[src/rtl/zxunouart_bridge.sv]
// rtl/zxunouart_bridge.sv - ZX-UNO register-mapped UART bridge with buffered RX and TX paths
//
// Purpose: decodes the UARTDATA/UARTSTAT registers of the ZX-UNO bus. It buffers received
// bytes in an RX FIFO and bus writes in a TX FIFO, and drives a hysteretic RTS-style flag.
// Ports:
//   clk_bus, reset_n             clock, async active-low reset
//   zxuno_addr/regrd/regwr/din   register bus access (levels)
//   dout, oe_n                   registered read data / active-low data valid
//   uart_tx_data/valid/ready     TX FIFO drain towards the UART serialiser
//   uart_rx_data/req             received byte strobe from the UART core
//   uart_rx_fifo_full            registered flow control, set at RX_HIWAT, released at RX_LOWAT
module zxunouart_bridge #(
  parameter logic [7:0] UARTDATA = 8'hC6,
  parameter logic [7:0] UARTSTAT = 8'hC7,
  parameter int         RX_AW    = 6,
  parameter int         TX_AW    = 4,
  parameter int         RX_HIWAT = 50,
  parameter int         RX_LOWAT = 16
) (
  input  logic       clk_bus,
  input  logic       reset_n,
  input  logic [7:0] zxuno_addr,
  input  logic       zxuno_regrd,
  input  logic       zxuno_regwr,
  input  logic [7:0] din,
  output logic [7:0] dout,
  output logic       oe_n,
  output logic [7:0] uart_tx_data,
  output logic       uart_tx_valid,
  input  logic       uart_tx_ready,
  input  logic [7:0] uart_rx_data,
  input  logic       uart_rx_req,
  output logic       uart_rx_fifo_full
);

  localparam logic [RX_AW:0] RX_DEPTH = {1'b1, {RX_AW{1'b0}}};
  localparam logic [TX_AW:0] TX_DEPTH = {1'b1, {TX_AW{1'b0}}};
  localparam logic [RX_AW:0] RX_HI    = (RX_AW+1)'(RX_HIWAT);
  localparam logic [RX_AW:0] RX_LO    = (RX_AW+1)'(RX_LOWAT);

  logic [7:0]       rx_mem_q [2**RX_AW];
  logic [RX_AW-1:0] rx_wptr_q, rx_rptr_q;
  logic [RX_AW:0]   rx_cnt_q, rx_cnt_d;
  logic [7:0]       tx_mem_q [2**TX_AW];
  logic [TX_AW-1:0] tx_wptr_q, tx_rptr_q;
  logic [TX_AW:0]   tx_cnt_q, tx_cnt_d;

  logic       regrd_q, regwr_q, rd_ok_q, wr_ok_q;
  logic [7:0] addr_q, dout_q, dout_d;
  logic       oe_n_q, oe_n_d;
  logic       rx_ovf_q, rx_ovf_d, tx_ovf_q, tx_ovf_d, fc_q, fc_d;

  logic rx_empty, rx_full, tx_empty, tx_full;
  logic rd_done, wr_start, stat_clr;
  logic rx_push, rx_pop, rx_ovf_set, tx_wr, tx_push, tx_pop, tx_ovf_set;
  logic [7:0] status;

  assign rx_empty = (rx_cnt_q == '0);
  assign rx_full  = (rx_cnt_q == RX_DEPTH);
  assign tx_empty = (tx_cnt_q == '0);
  assign tx_full  = (tx_cnt_q == TX_DEPTH);

  // rd_ok/wr_ok stay low after reset until the strobe has been seen low, so an access
  // that straddles reset release never produces a spurious edge.
  assign rd_done  = regrd_q & ~zxuno_regrd & rd_ok_q;
  assign wr_start = zxuno_regwr & ~regwr_q & wr_ok_q;
  assign stat_clr = rd_done & (addr_q == UARTSTAT);

  // A pop in the same cycle frees a slot in a full FIFO, so the push is still accepted.
  assign rx_pop     = rd_done & (addr_q == UARTDATA) & ~rx_empty;
  assign rx_push    = uart_rx_req & (~rx_full | rx_pop);
  assign rx_ovf_set = uart_rx_req & rx_full & ~rx_pop;

  assign tx_pop     = ~tx_empty & uart_tx_ready;
  assign tx_wr      = wr_start & (zxuno_addr == UARTDATA);
  assign tx_push    = tx_wr & (~tx_full | tx_pop);
  assign tx_ovf_set = tx_wr & tx_full & ~tx_pop;

  assign status = {~rx_empty, tx_full, rx_ovf_q, tx_empty, tx_ovf_q, 3'b000};

  assign uart_tx_valid     = ~tx_empty;
  assign uart_tx_data      = tx_mem_q[tx_rptr_q];
  assign dout              = dout_q;
  assign oe_n              = oe_n_q;
  assign uart_rx_fifo_full = fc_q;

  always_comb begin
    dout_d   = 8'hFF;
    oe_n_d   = 1'b1;
    rx_cnt_d = rx_cnt_q;
    tx_cnt_d = tx_cnt_q;
    fc_d     = fc_q;
    if (zxuno_regrd && zxuno_addr == UARTDATA) begin
      dout_d = rx_empty ? 8'h00 : rx_mem_q[rx_rptr_q];
      oe_n_d = 1'b0;
    end else if (zxuno_regrd && zxuno_addr == UARTSTAT) begin
      dout_d = status;
      oe_n_d = 1'b0;
    end
    if (rx_push && !rx_pop)      rx_cnt_d = rx_cnt_q + 1'b1;
    else if (rx_pop && !rx_push) rx_cnt_d = rx_cnt_q - 1'b1;
    if (tx_push && !tx_pop)      tx_cnt_d = tx_cnt_q + 1'b1;
    else if (tx_pop && !tx_push) tx_cnt_d = tx_cnt_q - 1'b1;
    if (rx_cnt_q >= RX_HI)      fc_d = 1'b1;
    else if (rx_cnt_q <= RX_LO) fc_d = 1'b0;
    // Setting beats clearing when both happen in the same cycle.
    rx_ovf_d = rx_ovf_set | (rx_ovf_q & ~stat_clr);
    tx_ovf_d = tx_ovf_set | (tx_ovf_q & ~stat_clr);
  end

  always_ff @(posedge clk_bus or negedge reset_n) begin
    if (!reset_n) begin
      rx_wptr_q <= '0;
      rx_rptr_q <= '0;
      rx_cnt_q  <= '0;
      tx_wptr_q <= '0;
      tx_rptr_q <= '0;
      tx_cnt_q  <= '0;
      regrd_q   <= 1'b0;
      regwr_q   <= 1'b0;
      rd_ok_q   <= 1'b0;
      wr_ok_q   <= 1'b0;
      addr_q    <= '0;
      dout_q    <= 8'hFF;
      oe_n_q    <= 1'b1;
      rx_ovf_q  <= 1'b0;
      tx_ovf_q  <= 1'b0;
      fc_q      <= 1'b0;
    end else begin
      if (rx_push) rx_wptr_q <= rx_wptr_q + 1'b1;
      if (rx_pop)  rx_rptr_q <= rx_rptr_q + 1'b1;
      if (tx_push) tx_wptr_q <= tx_wptr_q + 1'b1;
      if (tx_pop)  tx_rptr_q <= tx_rptr_q + 1'b1;
      rx_cnt_q <= rx_cnt_d;
      tx_cnt_q <= tx_cnt_d;
      regrd_q  <= zxuno_regrd;
      regwr_q  <= zxuno_regwr;
      rd_ok_q  <= rd_ok_q | ~zxuno_regrd;
      wr_ok_q  <= wr_ok_q | ~zxuno_regwr;
      if (zxuno_regrd) addr_q <= zxuno_addr;
      dout_q   <= dout_d;
      oe_n_q   <= oe_n_d;
      rx_ovf_q <= rx_ovf_d;
      tx_ovf_q <= tx_ovf_d;
      fc_q     <= fc_d;
    end
  end

  // FIFO storage carries no reset; occupancy counters decide what is valid.
  always_ff @(posedge clk_bus) begin
    if (rx_push) rx_mem_q[rx_wptr_q] <= uart_rx_data;
    if (tx_push) tx_mem_q[tx_wptr_q] <= din;
  end

endmodule
[config.mk]
export PLATFORM = sky130hd
export DESIGN_NAME = zxunouart_bridge
export DESIGN_NICKNAME = d
export VERILOG_FILES = /design/src/rtl/zxunouart_bridge.sv
export SDC_FILE = /design/constraint.sdc
export NUM_CORES = 1
export LEC_CHECK = 0
export CORE_UTILIZATION = 55
export CTS_CLUSTER_DIAMETER = 50
export DETAILED_ROUTE_END_ITERATION = 16
export PLACE_DENSITY_LB_ADDON = 0.3
export SLEW_MARGIN = 5
export SYNTH_ARGS = -nofsm -noshare
export SYNTH_HDL_FRONTEND = slang
export SYNTH_SLANG_ARGS = --single-unit
[constraint.sdc]
create_clock -name clk_bus -period 3.9 [get_ports clk_bus]
set_clock_uncertainty 0.05 [all_clocks]
set_input_delay 0.78 -clock clk_bus [delete_from_list [all_inputs] [get_ports clk_bus]]
set_output_delay 0.78 -clock clk_bus [all_outputs]
set_load 0.03 [all_outputs]
==> impl_metrics.toml, run 1 <==
[clocking]
h-tree-depth = 3
cts.sinks = 696
ctsResizeCount = 0
clock_latency_ns = 0.60
cts_tree = "done"
cts_root_buf = "clkbuf_16"
holdBufCountCts = 0
clockBufferDepth = 3
cts_buffers = 70
clkSlewWorstSetupHoldPaths_ns = 0.06

[sta]
fmax_ghz = 0.264
slew_headroom = 0.230
period_share = 0.971
min_period_ns = 3.79
drv_slew = 0
fin_tns_setup_ns = 0
rsz0062_at_grt = "no"
finalHoldViolCount = 0
hold_slack_ns = 0.245
setup_viol = 0
tightest_slew_ns = 1.15

[drt]
route.detailed.drc = 0
firstDrtPassIters = 6
num_vias = 14600
via_per_inst = 6.16
wl_per_cell_um = 25.9
drtIter0Drc = 1208
postRouteAntennaNets = 0
wl_um = 61300

[yosys]
ys_top_cells_by_count = "640 x edfxtp_1, 136 x mux2i_1, 112 x nor2_1, 106 x mux4_2, 47 x dfrtp_1"
syn_nets = 1534
synth_async_sr_flop_share = 0.0805
synthTopCellsByArea = "edfxtp_1 69%, mux4_2 8.6%, mux2i_1 4.9%"
syn_area_mm2 = 0.0277
synth_cell_type_count = 62
synth_top_area_cell = "edfxtp_1"
syn_inst = 1485
post-synth-top-count-cell = "edfxtp_1"
yosysWarnings = 0
ys_seq_area_frac = 0.745
yosys.area.top_type_share = 0.694
avgSynthCellArea_um2 = 18.6
ys.flop_type = "edfxtp_1"
synth_edf_count = 640
synth.ff_latch_count = 696

[outcome]
status = "complete, no violations"

[global_routing]
grt_pass1_wl_um = 91600
grt_util_met1 = 0.326
grt_max_degree = 48
grt.busiest_layer = "met2"
grt-ovfl-total = 0
grt_pass1_vias = 14800
grt_usage = 0.247
grt_use_met3 = 0.0419
use_met2 = 0.411
antenna_found_initial = 1

[critical_path]
r2r-start = "rx_rptr_q[0]$_DFFE_PN0N_"
crit_path_end_kind = "output pin"
path_cells = "buf_12 > mux4_2 > mux4_2 > clkdlybuf4s50_1"
crit_arrival_ns = 2.96
slowest_stage = "clkdlybuf4s50_1"
max_stage_delay_ns = 0.61
cp_common_cell = "mux4_2"
r2r_cells = 5
cp.required_ns = 3.07
path_class = "flop to output pin"
cp-start-kind = "flop"
path_max_fanout = 18
r2r_slack_ns = 0.59
cp_top_family = "multiplexers"
timing.rr.end = "dout[7]$_DFF_PN1_"
path_buf_inv = 2

[power_and_ir_drop]
leakagePower_uw = 0.0102
vdd_drop_max_mv = 0.492
p_per_area_mw_per_mm2 = 565

[flow_run]
max_cap_viol_count = 0

[min_path]
hp-class = "input port to asynchronous set/reset pin"

[place]
place_hpwl_um = 38400
io_buffers = 48
gp_congestion = 0.895
dp_cells = 2239

[cells_and_area]
syn_to_final_growth_pct = 15.2
final-seq-area_mm2 = 0.0206
multiInputGateArea_mm2 = 0.00661
final_cells = 2368
fin_nets = 1697
fillers = 3339
diodes = 0
drive_gt1_frac = 0.223

[die]
dieArea_mm2 = 0.0512
ios = 49
die_h_um = 226
die_w_um = 226
coreArea_mm2 = 0.0493
initial_utilization = 0.562
rows = 81
==> logic make-up after synthesis <==
logic type      count (synthesis)  synth area share
compound gates                142            0.0358
xor+xnor                       24           0.00759
fa+ha+maj                      19           0.00913
buf+inv                       101            0.0160
flops                         696             0.745
mux                           253             0.140
simple gates                  250            0.0463
==> metrics by stage <==
| step | instance area (um2) | total power (uW) | util | setup WS [ns] |
|---|---|---|---|---|
| after global routing | 31900 | 18600 | 0.648 | 0.0395 |
| after floorplan | 27700 | 10500 | - | 0.489 |
| after detailed placement | 29600 | 11400 | 0.600 | 0.0266 |
| after CTS | 31900 | 18100 | 0.647 | 0.0216 |
| after global placement | 29600 | 11300 | 0.600 | 0.0898 |
| final | 31900 | 18000 | 0.648 | 0.115 |
==> layout make-up <==
cell class / count / area share
Tap cell: 664 / 0.0260
Clock buffer: 96 / 0.0629
Multi-Input combinational cell: 688 / 0.207
Clock inverter: 32 / 0.00973
Sequential cell: 696 / 0.647
Inverter: 18 / 0.00212
Timing Repair Buffer: 174 / 0.0450
==> power breakdown <==
group / switching [uW] / total, uW / internal (uW)
clock network: 2760 / 6710 / 3950
logic: 1380 / 2530 / 1160
registers: 308 / 8770 / 8470
==> flip-flops by register name, summed over array words and instances (netlist names) <==
register and flops:
rx_mem_q 512, dout 8, rx_cnt_q 7, regwr_q 1
tx_wptr_q 4, addr_q 8, tx_ovf_q 1, tx_cnt_q 5
wr_ok_q 1, rx_rptr_q 6, rx_ovf_q 1, rx_wptr_q 6
tx_mem_q 128, tx_rptr_q 4, regrd_q 1, oe_n 1
uart_rx_fifo_full 1, rd_ok_q 1
==> worst reg2reg max path: stages (launching register included) <==
cell and delay (ns):
dfrtp_4 0.84, buf_4 0.55, mux4_2 0.58, a2111oi_0 0.79, nand3b_1 0.19, a22o_1 0.24
==> worst max-delay path by stage <==
stage	startpoint	to	cells after the start
final	tx_rptr_q[0]$_DFFE_PN0P_	uart_tx_data[4]	4
after global routing	tx_rptr_q[0]$_DFFE_PN0P_	uart_tx_data[5]	4
after CTS	tx_rptr_q[0]$_DFFE_PN0P_	uart_tx_data[4]	4
after detailed placement	zxuno_regrd	rx_cnt_q[5]$_DFFE_PN0P_	12
after global placement	zxuno_regrd	rx_cnt_q[5]$_DFFE_PN0P_	12
after floorplan	zxuno_regrd	rx_cnt_q[5]$_DFFE_PN0P_	12
==> placed cells by master, fill, tap and decap left out, drive strengths merged, types with 5 or more instances in the layout <==
| cell | synthesis | layout |
|---|---|---|
| edfxtp | 640 | 640 |
| mux2i | 136 | 136 |
| buf | 51 | 134 |
| nor2 | 113 | 113 |
| mux4 | 106 | 106 |
| clkbuf | 32 | 97 |
| dfrtp | 47 | 47 |
| clkdlybuf4s50 | 0 | 39 |
| o22ai | 37 | 37 |
| nand2 | 27 | 27 |
| o21ai | 22 | 22 |
| inv | 18 | 22 |
| xnor2 | 19 | 19 |
| clkinv | 0 | 18 |
| ha | 17 | 17 |
| and2 | 13 | 13 |
| a211oi | 12 | 12 |
| a21oi | 12 | 12 |
| nand3 | 11 | 11 |
| or3 | 11 | 11 |
| mux2 | 11 | 11 |
| nor3 | 10 | 10 |
| a22o | 9 | 9 |
| nand4 | 9 | 9 |
| o221ai | 9 | 9 |
| dfstp | 9 | 9 |
| nand3b | 8 | 8 |
| nor2b | 7 | 7 |
| or4 | 7 | 7 |
| o22a | 6 | 6 |
| nor4 | 6 | 6 |
| o311ai | 5 | 5 |
| a22oi | 5 | 5 |
| a2111oi | 5 | 5 |
| nand4b | 5 | 5 |
| xor2 | 5 | 5 |
| bufinv | 0 | 5 |
| clkinvlp | 0 | 5 |
==> timing repair <==
item,in CTS,in global routing
hold endpoints to repair,0,0
buffers inserted,0,0
endpoints found under the setup margin,0,2
==> layer usage <==
| layer | share of wire | wire length, um | up-vias |
|---|---|---|---|
| met4 | 0.035 | 2160 | 0 |
| met3 | 0.074 | 4530 | 127 |
| met1 | 0.39 | 23900 | 7522 |
| li1 | - | - | 6301 |
| met5 | 0 | 0 | - |
| met2 | 0.50 | 30700 | 642 |
No activity file was read; power rests on OpenSTA's default activity.
==> inputs of run 2 (changes only) <==
--- a/config.mk
+++ b/config.mk
@@ -6,7 +6,6 @@
 export NUM_CORES = 1
 export LEC_CHECK = 0
 export CORE_UTILIZATION = 55
-export CTS_CLUSTER_DIAMETER = 50
 export DETAILED_ROUTE_END_ITERATION = 16
 export PLACE_DENSITY_LB_ADDON = 0.3
 export SLEW_MARGIN = 5
==> run 2 against run 1 <==
Cell area about the same. Hold slack lost 0.015 ns. Utilization is essentially flat. Sequential power about the same. Routed wire length rose by 0.63%. Die area unchanged. Global-route usage is 0.12 points higher. Cell count down 0.13%. Setup slack worse by 0.0067 ns. Combinational power hardly changed.
==> impl_metrics.toml, run 2 (synthesized netlist as in run 1, its figures left out) <==
[outcome]
status = "complete, no violations"

[critical_path]
max_stage_delay_ns = 0.62
timing.rr.end = "rx_cnt_q[5]$_DFFE_PN0P_"
cp-start-kind = "flop"
path_class = "flop to output pin"
path_max_fanout = 18
crit_arrival_ns = 2.96
cp_common_cell = "mux4_2"
r2r_cells = 12
r2r-start = "rx_cnt_q[1]$_DFFE_PN0P_"
r2r_slack_ns = 0.63
cp.required_ns = 3.07
path_cells = "buf_12 > mux4_2 > mux4_2 > clkdlybuf4s50_1"
slowest_stage = "clkdlybuf4s50_1"
crit_path_end_kind = "output pin"

[sta]
drv_slew = 0
slew_headroom = 0.247
rsz0062_at_grt = "no"
hold_slack_ns = 0.230
tightest_slew_ns = 1.13
min_period_ns = 3.79
finalWorstSetupSlack_ns = 0.108
fmax_ghz = 0.264
finalHoldViolCount = 0
period_share = 0.972
setup_viol = 0
fin_tns_setup_ns = 0

[die]
ios = 49
dieArea_mm2 = 0.0512
initial_utilization = 0.562
coreArea_mm2 = 0.0493
rows = 81
die_h_um = 226
die_w_um = 226

[global_routing]
grt_usage = 0.248
grt-ovfl-total = 0
grt_pass1_wl_um = 91900
antenna_found_initial = 0
grt_pass1_vias = 14800
grt_max_degree = 48

[cells_and_area]
fin_nets = 1698
final_common_cell = "edfxtp_1"
largest_reg_flops = 512
drive_gt1_frac = 0.225
reg_top3 = "rx_mem_q (512), tx_mem_q (128)"
syn_to_final_growth_pct = 15.2
final-seq-area_mm2 = 0.0206
multiInputGateArea_mm2 = 0.00661
diodes = 0
final_cell_mix = "640 x edfxtp_1, 136 x mux2i_1, 122 x buf_4"
fillers = 3320
fin_area_mm2 = 0.0319
top_register = "rx_mem_q"

[place]
place_hpwl_um = 38400
place_area_mm2 = 0.0296
pre_cts_slack_ns = 0.0266
io_buffers = 48
gp_congestion = 0.895

[power_and_ir_drop]
vdd_drop_max_mv = 0.422
leakagePower_uw = 0.0102
p_per_area_mw_per_mm2 = 565
total_power_uw = 18000

[clocking]
clkSlewWorstSetupHoldPaths_ns = 0.06
post-cts-setup-buffers = 0
cts.sinks = 696
cts_root_buf = "clkbuf_16"
ctsResizeCount = 0
h-tree-depth = 3
cts_tree = "done"
clock_latency_ns = 0.61
clockBufferDepth = 3
holdBufCountCts = 0
cts_buffers = 71

[flow_run]
max_cap_viol_count = 0

[drt]
drtIter0Drc = 1541
route.detailed.drc = 0
wl_per_cell_um = 26.1
wl_um = 61700
num_vias = 14500
firstDrtPassIters = 8
postRouteAntennaNets = 0
via_per_inst = 6.12

[min_path]
hp-class = "input port to asynchronous set/reset pin"
==> run 2: cell count changes in the layout (fill, tap and decap cells not counted) <==
cell,change
clkbuf_1,-6
clkinv_2,+3
clkinvlp_4,-3
clkbuf_16,-1
clkbuf_8,+1
clkinv_1,+1
clkinv_4,+1
clkinv_8,+1
==> run 2: power by group <==
part           switching [uW]  internal (uW)  total, uW  leakage, uW
Clock                    2780           3920       6700      0.00113
Combinational            1380           1160       2530      0.00267
Sequential                309           8470       8780      0.00641
==> run 2: area by class of cell <==
type                            count  share of cell area
Sequential cell                   696               0.647
Timing Repair Buffer              174              0.0450
Clock buffer                       90              0.0618
Inverter                           18             0.00212
Tap cell                          664              0.0261
Multi-Input combinational cell    688               0.207
Clock inverter                     35              0.0104
==> run 2: stage by stage <==
step	utilization	instances
floorplan	-	1485
global placement	0.600	2239
detailed placement	0.600	2239
CTS	0.647	2364
global route	0.647	2365
finish	0.647	2365
==> run 2: worst max-delay path, delay by kind of cell (launching register included) <==
family	cells	cell delay (ns)
buffers and inverters	2	0.83
DFF	1	0.43
muxes	2	1.08
==> run 2: worst max path at each step <==
| stage | start | to | slack [ns] | cells after the start |
|---|---|---|---|---|
| 2_1_floorplan | zxuno_regrd | rx_cnt_q[5]$_DFFE_PN0P_ | 0.49 | 12 |
| 5_1_grt | tx_rptr_q[0]$_DFFE_PN0P_ | uart_tx_data[5] | 0.04 | 4 |
| 6_report | tx_rptr_q[0]$_DFFE_PN0P_ | uart_tx_data[6] | 0.11 | 4 |
| 3_3_place_gp | zxuno_regrd | rx_cnt_q[5]$_DFFE_PN0P_ | 0.09 | 12 |
| 3_5_place_dp | zxuno_regrd | rx_cnt_q[5]$_DFFE_PN0P_ | 0.03 | 12 |
| 4_1_cts | tx_rptr_q[0]$_DFFE_PN0P_ | uart_tx_data[4] | 0.03 | 4 |
==> run 2: per-layer routing <==
metal	track usage	part of all wire	vias to the layer above
li1	-	-	6302
met3	0.0395	0.067	109
met2	0.419	0.51	565
met1	0.329	0.39	7500
met4	0.0885	0.030	0
met5	0	0	-
==> inputs of run 3 (changes only) <==
--- a/config.mk
+++ b/config.mk
@@ -7,7 +7,9 @@
 export LEC_CHECK = 0
 export CORE_UTILIZATION = 55
 export DETAILED_ROUTE_END_ITERATION = 16
+export GPL_ROUTABILITY_DRIVEN = 0
 export PLACE_DENSITY_LB_ADDON = 0.3
+export SETUP_SLACK_MARGIN = 0.02
 export SLEW_MARGIN = 5
 export SYNTH_ARGS = -nofsm -noshare
 export SYNTH_HDL_FRONTEND = slang
==> results of run 3 <==
No change in the layout: final DEF, timing and power equal those of run 2.
